**src/rtl/pipe_seq_ctrl.sv**
```systemverilog
// pipe_seq_ctrl - sequencing controller for the 3-stage fetch/decode/execute pipe.
// Generates the PC increment enable and the stage advance, flush and bubble controls.
// It also tracks the stage-2/stage-3 valid bits and counts stall cycles.
// Optional memory watchdog: define PIPE_SEQ_CTRL_TIMEOUT_EN.
//
// state    | meaning
// IDLE     | after reset, waiting for run
// FILL     | refilling the pipe for FILL_CYC cycles after start or flush
// RUN      | normal issue; resolves flush > memory > RAW bubble > halt
// MEM_WAIT | stage 3 holding until data memory acknowledges
// HALT     | stopped with valid bits kept; run resumes without refill
module pipe_seq_ctrl #(
    parameter int FILL_CYC = 2,
    parameter int CNT_W    = 8,
    parameter int MEM_TO   = 16
) (
    input  logic             clk,
    input  logic             clr_n,
    input  logic             run,
    input  logic             l_pc,
    input  logic             s2_rd_use,
    input  logic [2:0]       s2_rd_addr,
    input  logic             s3_we,
    input  logic [2:0]       s3_wr_addr,
    input  logic             s3_mem,
    input  logic             mem_ack,
    input  logic             stat_clr,
    output logic             i_pc,
    output logic             en_s1,
    output logic             en_s2,
    output logic             bubble_s2,
    output logic             flush_s1,
    output logic             flush_s2,
    output logic             mem_req,
    output logic             v2,
    output logic             v3,
    output logic [2:0]       state,
    output logic [CNT_W-1:0] stall_cnt,
    output logic             mem_err
);

    typedef enum logic [2:0] {
        ST_IDLE     = 3'd0,
        ST_FILL     = 3'd1,
        ST_RUN      = 3'd2,
        ST_MEM_WAIT = 3'd3,
        ST_HALT     = 3'd4
    } state_t;

    localparam logic [1:0]       FILL_LOAD = 2'(FILL_CYC);
    localparam logic [CNT_W-1:0] CNT_MAX   = '1;

    state_t           state_q, state_d;
    logic [1:0]       fill_cnt_q, fill_cnt_d;
    logic             v2_q, v3_q;
    logic [CNT_W-1:0] stall_cnt_q;
    logic             raw_hit;
    logic             stall_inc;
    logic             to_hit;

    assign raw_hit = v2_q & v3_q & s2_rd_use & s3_we & (s2_rd_addr == s3_wr_addr);

`ifdef PIPE_SEQ_CTRL_TIMEOUT_EN
    localparam int TO_W = $clog2(MEM_TO + 1);

    logic [TO_W-1:0] to_cnt_q;
    logic            mem_err_q;

    // to_hit fires on the MEM_TO-th consecutive MEM_WAIT cycle without an ack
    assign to_hit = (state_q == ST_MEM_WAIT) && !mem_ack && (to_cnt_q == TO_W'(1));

    // Watchdog down-counter, loaded on entry to MEM_WAIT; sticky error flag
    always_ff @(posedge clk or negedge clr_n) begin
        if (!clr_n) begin
            to_cnt_q  <= '0;
            mem_err_q <= 1'b0;
        end else begin
            if (state_q == ST_RUN && state_d == ST_MEM_WAIT) begin
                to_cnt_q <= TO_W'(MEM_TO);
            end else if (state_q == ST_MEM_WAIT && to_cnt_q != '0) begin
                to_cnt_q <= to_cnt_q - 1'b1;
            end
            if (to_hit) begin
                mem_err_q <= 1'b1;
            end
        end
    end

    assign mem_err = mem_err_q;
`else
    // No watchdog: MEM_TO only keeps the parameter list identical across builds
    assign to_hit  = (MEM_TO < 0);
    assign mem_err = 1'b0;
`endif

    // State and fill-counter registers
    always_ff @(posedge clk or negedge clr_n) begin
        if (!clr_n) begin
            state_q    <= ST_IDLE;
            fill_cnt_q <= 2'd0;
        end else begin
            state_q    <= state_d;
            fill_cnt_q <= fill_cnt_d;
        end
    end

    // Next-state and combinational pipeline controls
    always_comb begin
        state_d    = state_q;
        fill_cnt_d = fill_cnt_q;
        i_pc       = 1'b0;
        en_s1      = 1'b0;
        en_s2      = 1'b0;
        bubble_s2  = 1'b0;
        flush_s1   = 1'b0;
        flush_s2   = 1'b0;
        mem_req    = 1'b0;
        case (state_q)
            ST_IDLE: begin
                if (run) begin
                    state_d    = ST_FILL;
                    fill_cnt_d = FILL_LOAD;
                end
            end
            ST_FILL: begin
                i_pc       = 1'b1;
                en_s1      = 1'b1;
                en_s2      = 1'b1;
                fill_cnt_d = fill_cnt_q - 1'b1;
                if (fill_cnt_q <= 2'd1) begin
                    state_d = ST_RUN;
                end
            end
            ST_RUN: begin
                if (l_pc && v3_q) begin
                    // PC loads the target, so no increment this cycle
                    flush_s1   = 1'b1;
                    flush_s2   = 1'b1;
                    en_s1      = 1'b1;
                    en_s2      = 1'b1;
                    state_d    = ST_FILL;
                    fill_cnt_d = FILL_LOAD;
                end else if (s3_mem && v3_q) begin
                    mem_req = 1'b1;
                    if (mem_ack) begin
                        i_pc  = 1'b1;
                        en_s1 = 1'b1;
                        en_s2 = 1'b1;
                    end else begin
                        state_d = ST_MEM_WAIT;
                    end
                end else if (raw_hit) begin
                    // NOP into stage 3; stage 2 holds its read until the write retires
                    bubble_s2 = 1'b1;
                    en_s2     = 1'b1;
                end else if (!run) begin
                    state_d = ST_HALT;
                end else begin
                    i_pc  = 1'b1;
                    en_s1 = 1'b1;
                    en_s2 = 1'b1;
                end
            end
            ST_MEM_WAIT: begin
                mem_req = 1'b1;
                if (to_hit) begin
                    state_d = ST_HALT;
                end else if (mem_ack) begin
                    i_pc    = 1'b1;
                    en_s1   = 1'b1;
                    en_s2   = 1'b1;
                    state_d = run ? ST_RUN : ST_HALT;
                end
            end
            ST_HALT: begin
                if (run) begin
                    state_d = ST_RUN;
                end
            end
            default: begin
                state_d = ST_IDLE;
            end
        endcase
    end

    // Stage valid bits follow the advance enables; a watchdog abort drops stage 3
    always_ff @(posedge clk or negedge clr_n) begin
        if (!clr_n) begin
            v2_q <= 1'b0;
            v3_q <= 1'b0;
        end else begin
            if (en_s1) begin
                v2_q <= ~flush_s1;
            end
            if (to_hit) begin
                v3_q <= 1'b0;
            end else if (en_s2) begin
                v3_q <= v2_q & ~bubble_s2 & ~flush_s2;
            end
        end
    end

    // A stall is any RUN/MEM_WAIT cycle without PC increment, except a flush
    assign stall_inc = ((state_q == ST_RUN) || (state_q == ST_MEM_WAIT)) && !i_pc && !flush_s1;

    // Saturating stall counter; clear wins over increment
    always_ff @(posedge clk or negedge clr_n) begin
        if (!clr_n) begin
            stall_cnt_q <= '0;
        end else if (stat_clr) begin
            stall_cnt_q <= '0;
        end else if (stall_inc && stall_cnt_q != CNT_MAX) begin
            stall_cnt_q <= stall_cnt_q + 1'b1;
        end
    end

    assign state     = state_q;
    assign v2        = v2_q;
    assign v3        = v3_q;
    assign stall_cnt = stall_cnt_q;

endmodule

```
**config.mk**
```make
export PLATFORM = sky130hd
export DESIGN_NAME = pipe_seq_ctrl
export DESIGN_NICKNAME = d
export VERILOG_FILES = /design/src/rtl/pipe_seq_ctrl.sv
export SDC_FILE = /design/constraint.sdc
export NUM_CORES = 1
export LEC_CHECK = 0
export BUFFER_PORTS_ARGS = -buffer_cell sky130_fd_sc_hd__buf_2
export CORE_MARGIN = 3
export CORE_UTILIZATION = 52
export CTS_BUF_LIST = sky130_fd_sc_hd__clkbuf_4 sky130_fd_sc_hd__clkbuf_8
export DETAILED_ROUTE_END_ITERATION = 10
export PLACE_DENSITY = 0.79
export SYNTH_ARGS = -nofsm -noshare
export SYNTH_HDL_FRONTEND = slang
export SYNTH_SLANG_ARGS = --single-unit
```
**constraint.sdc**
```tcl
create_clock -name clk -period 2.5 [get_ports clk]
set_input_delay 0.125 -clock clk [delete_from_list [all_inputs] [get_ports clk]]
set_output_delay 0.125 -clock clk [all_outputs]
set_load 0.02 [all_outputs]
```
Word level (Yosys, flattened, before mapping)
Cells that the tools add are included.
{"block": "word_totals", "ff_bits": 15, "latchBits": 0, "ram_bits": 0, "mem_bits_ro": 0, "input_bits": 15, "out_inout_bits": 21, "wordCells": 80, "n_memories": 0}
{"block": "classes", "addsub": 2, "n_mul": 0, "div": 0, "n_lt_le_gt_ge": 1, "n_eq_ne": 14, "shifts": 0, "muxes": 37, "bitwise": 8, "n_reduce_logical": 13}
{"cell": "two-way mux 3 bit", "count": 10}
{"cell": "two-way mux 1 bit", "count": 17}
{"cell": "two-way mux 8 bit", "count": 2}
{"cell": "one-hot mux 3 bit (5 select lines)", "count": 1}
{"cell": "inequality test 4 bit (second input constant)", "count": 3}
{"cell": "inequality test 2 bit (second input constant)", "count": 5}
{"cell": "one-hot mux 1 bit (3 select lines)", "count": 3}
{"cell": "adder 8 x 1 -> 8 bit (second input constant)", "count": 1}
{"cell": "inequality test 8 bit (second input constant)", "count": 1}
{"cell": "AND reduction 7 bit", "count": 1}
{"cell": "AND 1 bit", "count": 6}
{"cell": "== test 3 x 2 -> 1 bit (second input constant)", "count": 2}
{"cell": "one-hot mux 2 bit (3 select lines)", "count": 1}
{"cell": "logical AND 1 bit", "count": 5}
{"cell": "two-way mux 2 bit", "count": 2}
{"cell": "== test 3 x 1 -> 1 bit (second input constant)", "count": 1}
{"cell": "== test 3 bit", "count": 1}
{"cell": "== test 3 bit (second input constant)", "count": 1}
{"cell": "logical NOT 3 bit", "count": 1}
{"cell": "AND reduction 3 bit", "count": 1}
{"cell": "nonzero test 3 bit", "count": 1}
{"cell": "<= comparator 2 x 1 -> 1 bit (second input constant)", "count": 1}
{"cell": "logical NOT 1 bit", "count": 2}
{"cell": "inverter 1 bit", "count": 2}
{"cell": "other kinds (4)", "count": 4}

Longest topological paths before layout
{"block": "depth", "word_depth": 14, "depth_mapped": 7}

Least setup slack after synthesis
OpenSTA, ideal clock, no wires.
{"block": "synth_timing", "kind": "reg-to-reg", "start": "reg state_q[2] (netlist: state[2])", "end": "reg stall_cnt_q[6] (netlist: stall_cnt[6])", "t_arrival_ns": 1.991, "required_time_ns": 2.422, "slack_ns": 0.431, "path_stages_with_launch": 8, "synth_period_minus_slack_ns": 2.069, "cell_sequence": "dfrtp_1 -> buf_4 -> nand2b_4 -> nor3_2 -> or3b_4 -> buf_6 -> or4_1 -> a21oi_1"}
{"block": "synth_between", "elab_cells_between_ends": 12, "classes_between": "eq/ne (3); mux (2); reduce/logical (7)"}
{"item": "from (decl)", "line": "53", "source": "state_t state_q, state_d;"}
{"item": "from (signal assigned)", "line": "102", "source": "state_q <= state_d;"}
{"item": "== test 3 x 2 -> 1 bit", "line": "118", "source": "case (state_q)"}
{"item": "two-way mux 1 bit", "line": "118"}
{"item": "named net flush_s1", "line": "32", "source": "output logic flush_s1,"}
{"item": "logical NOT 1 bit", "line": "204", "source": "assign stall_inc = ((state_q == ST_RUN) || (state_q == ST_MEM_WAIT)) && !i_pc && !flush_s1;"}
{"item": "logical AND 1 bit", "line": "204"}
{"item": "logical AND 1 bit", "line": "212", "source": "end else if (stall_inc && stall_cnt_q != CNT_MAX) begin"}
{"item": "nonzero test 2 bit (no source line)"}
{"item": "to (signal assigned)", "line": "213", "source": "stall_cnt_q <= stall_cnt_q + 1'b1;"}
{"item": "to (decl)", "line": "56", "source": "logic [CNT_W-1:0] stall_cnt_q;"}
The timed path passes the listed nets, and every way through them passes these cells.
A chain may end at the register's enable or synchronous reset.

Final worst setup path
{"block": "layout_timing", "start": "reg state_q[1] (netlist: state[1])", "end": "out i_pc"}
{"block": "layout_between", "elab_chain_len": 2, "elab_cells_between_ends": 4, "classes_between": "eq/ne (3); mux (1)"}
{"item": "== test 3 x 2 -> 1 bit / == test 3 x 1 -> 1 bit (equally long branches)", "line": "118"}
{"item": "one-hot mux 1 bit (3 select lines) *", "line": "118"}
{"item": "to (decl)", "line": "28", "source": "output logic i_pc,"}
Every way passes the cells marked *; elsewhere a longest branch is shown, timed or not.

==> out/qor.log <==
qor: placed_design.dp.final_hpwl 1.96 mm
qor: logic_synthesis.yosys.area_share.adder 2.19%
qor: logic_synthesis.synthesis.area_per_instance 9.07 sq um
qor: logic_synthesis.synth-simple-area-share 30.1%
qor: final_layout.area_growth_syn_to_layout 17.1%
qor: die.core_area 2020 sq um
qor: logic_synthesis.fraction_of_synthesis_flops_using_an_asynchronous_set_or_reset_pin 100%
qor: clocking.cell_at_the_root_of_the_clock_tree clkbuf_4
qor: routing.dr.first_iter.drc_count 37
qor: die.design.portCount 36
qor: critical_path.cpMaxStageDelayCell dfrtp_1
qor: timing.timing.max_slew.rel_slack 64.5%
qor: final_layout.num-fill-cells 185
qor: placed_design.port_buffers 34
qor: timing.maxClockFrequency 462 MHz
qor: clocking.cts_buffers 3
qor: timing.final.period_utilization 86.6%
qor: final_layout.fin_area 1340 sq um
qor: outcome.run_status completed
qor: critical_path.critical_path.endpoint_type output port
qor: logic_synthesis.syn-instance-count 126
qor: critical_path.worstPathArrival 2.04 ns
qor: final_layout.mostFrequentLayoutCell buf_2
qor: routing.aggregate_routed_wire_length 2.52 mm
qor: critical_path.critical_path_cell_count 5
qor: global_routing.grt_use_total 19.9%
qor: final_layout.multi_input_logic_area 699 sq um
qor: timing.final_critical_path_setup_slack 0.336 ns
qor: logic_synthesis.synth_edf_count 0
qor: pwr.powerDensity 1050 nW/um^2
qor: routing.detail_route.first_pass.iterations 4
qor: final_layout.diodes 0
qor: logic_synthesis.largest_family_of_logic_cells_by_synthesized_area simple AND/OR/NAND/NOR gates
qor: logic_synthesis.postSynthNetCount 143
qor: logic_synthesis.synth-xor-area-share 3.07%
qor: routing.vias_per_cell 5.80
qor: job.max_cap_violations 0
qor: placed_design.gp_routability_congestion 0.885
qor: hold_path.hp-class input pin to flip-flop
qor: routing.total_drc_errors_in_the_routed_layout 0
qor: clocking.cts.sinks 15
qor: clocking.max-clock-path-buffers 2
qor: timing.final-setup-viol-count 0
qor: critical_path.cp_data_required_time 2.38 ns
qor: global_routing.antenna_violations_before_repair 0
qor: clocking.worst_skew_pair.late_latency 0.28 ns
qor: placed_design.dpl_cell_area 1290 sq um
qor: global_routing.first_global_vias 947
qor: pwr.ir_worst_vdd 0.517 mV
qor: critical_path.reg2reg_depth 6
qor: pwr.reported_leakage_power 0.601 nW
qor: clocking.clkTransAtPathRegs 0.10 ns
qor: clocking.cts_max_level 1
qor: logic_synthesis.synth.area.mux_share 5.59%
qor: timing.fin_setup_tns 0 ns
qor: hold_path.min_path_cells 2
qor: critical_path.timing.critical_path.buf_inv 2
qor: timing.final-max-slew-violation-count 0
qor: critical_path.worstSetupStartpointType flip-flop
qor: die.die_w 52.9 um
qor: critical_path.crit_fanout 13
qor: final_layout.register_area 375 sq um
qor: logic_synthesis.netlist_area 1140 sq um
qor: global_routing.grt_start_max_net_pins 16
qor: logic_synthesis.synth-warning-count 0
qor: routing.vias 1067
qor: die.initial_core_utilization 56.5%
qor: timing.hold_viol_final 0
qor: critical_path.crit_chain nor3b_2 > nand3_1 > o21ai_2 > buf_4 > buf_2
qor: logic_synthesis.synth_sequential_area_ratio 32.9%
qor: routing.count_of_nets_left_with_antenna_violations_after_detail_routing 0
qor: final_layout.final_net_count 175
qor: die.die_height 52.9 um
qor: die.rows 16
qor: clocking.tritoncts_clock_tree built
qor: logic_synthesis.synth_seq_cells 15
qor: timing.timing.final.crit_period 2.16 ns
qor: global_routing.overflow 0
qor: logic_synthesis.synth_top_flop_cell dfrtp_1
qor: critical_path.critical-path-top-delay-family flip-flops
qor: placed_design.place_worst_setup_slack 0.391 ns
qor: logic_synthesis.cell_variety_after_synth 46
qor: die.fp.dieArea 2800 sq um
qor: routing.wl_per_cell 13.7 um
qor: timing.worstMarginPinSlew 0.526 ns
qor: timing.final.setup_skew 0.00451 ns
qor: global_routing.grt_first_pass_wirelength 4.21 mm
qor: timing.grt_setup_unrepaired no
qor: critical_path.timing.setup.critical_path_class flip-flop to output port
qor: final_layout.post_route_cells_drive_above_1_share 34.4%
qor: critical_path.max_incr_delay_on_cp 0.59 ns
qor: logic_synthesis.synth-compound-area-share 19.5%
qor: final_layout.most-common-layout-cells buf_2 (34), dfrtp_1 (15), a21oi_1 (9), nor2_1 (9), nand2_1 (7)
[worst paths after layout]
| check | startpoint | end | slack, ns |
|---|---|---|---|
| max in group asynchronous | clr_n | stall_cnt[2]$_DFFE_PN0P_ | 1.98 |
| worst min-delay path | stat_clr | stall_cnt[4]$_DFFE_PN0P_ | 0.12 |
| worst max-delay path | state[1]$_DFFE_PN0P_ | i_pc | 0.34 |
| worst max register to register | state[0]$_DFFE_PN0P_ | stall_cnt[4]$_DFFE_PN0P_ | 0.43 |
| min in group asynchronous | clr_n | fill_cnt_q[0]$_DFFE_PN0P_ | 0.26 |
| worst min register to register | fill_cnt_q[0]$_DFFE_PN0P_ | fill_cnt_q[0]$_DFFE_PN0P_ | 0.49 |
[what timing repair did]
item / in CTS / in global routing
resized for setup: 0 / 1
hold buffers: 1 / 0
setup buffers: 0 / 0
endpoints found under the hold margin: 15 / 0
endpoints found under the setup margin: 0 / 1
[where the power goes]
group	switching [mW]	total (mW)	internal [mW]
registers	0.129	0.433	0.304
logic	0.484	0.832	0.348
clock network	0.0847	0.145	0.0607
total	0.697	1.41	0.713
[synthesized netlist by cell type (all sizes together) (2+ instances only)]
library cell | instances | area share [%]
o31ai | 5 | 3.3
xor2 | 3 | 2.3
or4 | 5 | 3.3
nand4 | 3 | 2.2
nor3 | 2 | 1.3
inv | 3 | 0.99
nor2 | 9 | 3.0
dfrtp | 15 | 33
or3 | 2 | 1.1
nand2 | 7 | 2.3
mux2 | 3 | 3.0
buf | 6 | 4.4
a21oi | 9 | 3.9
o22a | 2 | 1.5
o21ai | 4 | 2.1
o211ai | 2 | 1.3
and3 | 2 | 1.3
ha | 2 | 2.2
nor3b | 2 | 1.3
nor4 | 2 | 2.4
mux2i | 3 | 2.6
o311ai | 2 | 1.5
nand2b | 6 | 3.9
clkbuf | 3 | 0.99
nand3 | 6 | 2.6
nor2b | 3 | 1.6
o41ai | 3 | 2.3
[metal layers]
metal	GRT usage, %	part of all wire (%)
met5	0	0
met4	2.55	0
met2	34.1	50
met3	4.51	6.3
met1	26.1	44
[kinds of logic after synthesis]
kind of cell             after synthesis
buffers and inverters                 12
other                                  1
flip-flops                            15
AND/OR/NAND/NOR                       54
adder cells (fa/ha/maj)                2
AO/OA/AOI/OAI                         32
multiplexers                           6
XOR/XNOR                               4
[metrics by stage]
stage / total power, mW / std cells / hold WS [ns] / util, %
2_1_floorplan: 1.09 / 126 / -0.171 / -
3_3_place_gp: 1.24 / 179 / 0.0475 / 63.9
3_5_place_dp: 1.26 / 179 / 0.0570 / 63.9
4_1_cts: 1.42 / 184 / 0.111 / 65.9
5_1_grt: 1.54 / 184 / 0.121 / 66.2
6_report: 1.41 / 184 / 0.121 / 66.2
[state kept, by name, indices dropped and copies added, names as in the netlist]
| name | cells |
|---|---|
| state | 3 |
| v3 | 1 |
| stall_cnt | 8 |
| v2 | 1 |
| fill_cnt_q | 2 |
[layout make-up]
type,instances,area share [%]
clock inverter,1,0.561
clock buffer,3,1.68
timing repair buffer,36,14.0
tap,27,2.53
multi-input combinational,99,52.3
sequential,15,28.1
inverter,3,0.842
Power figures use the tool's default switching activity.
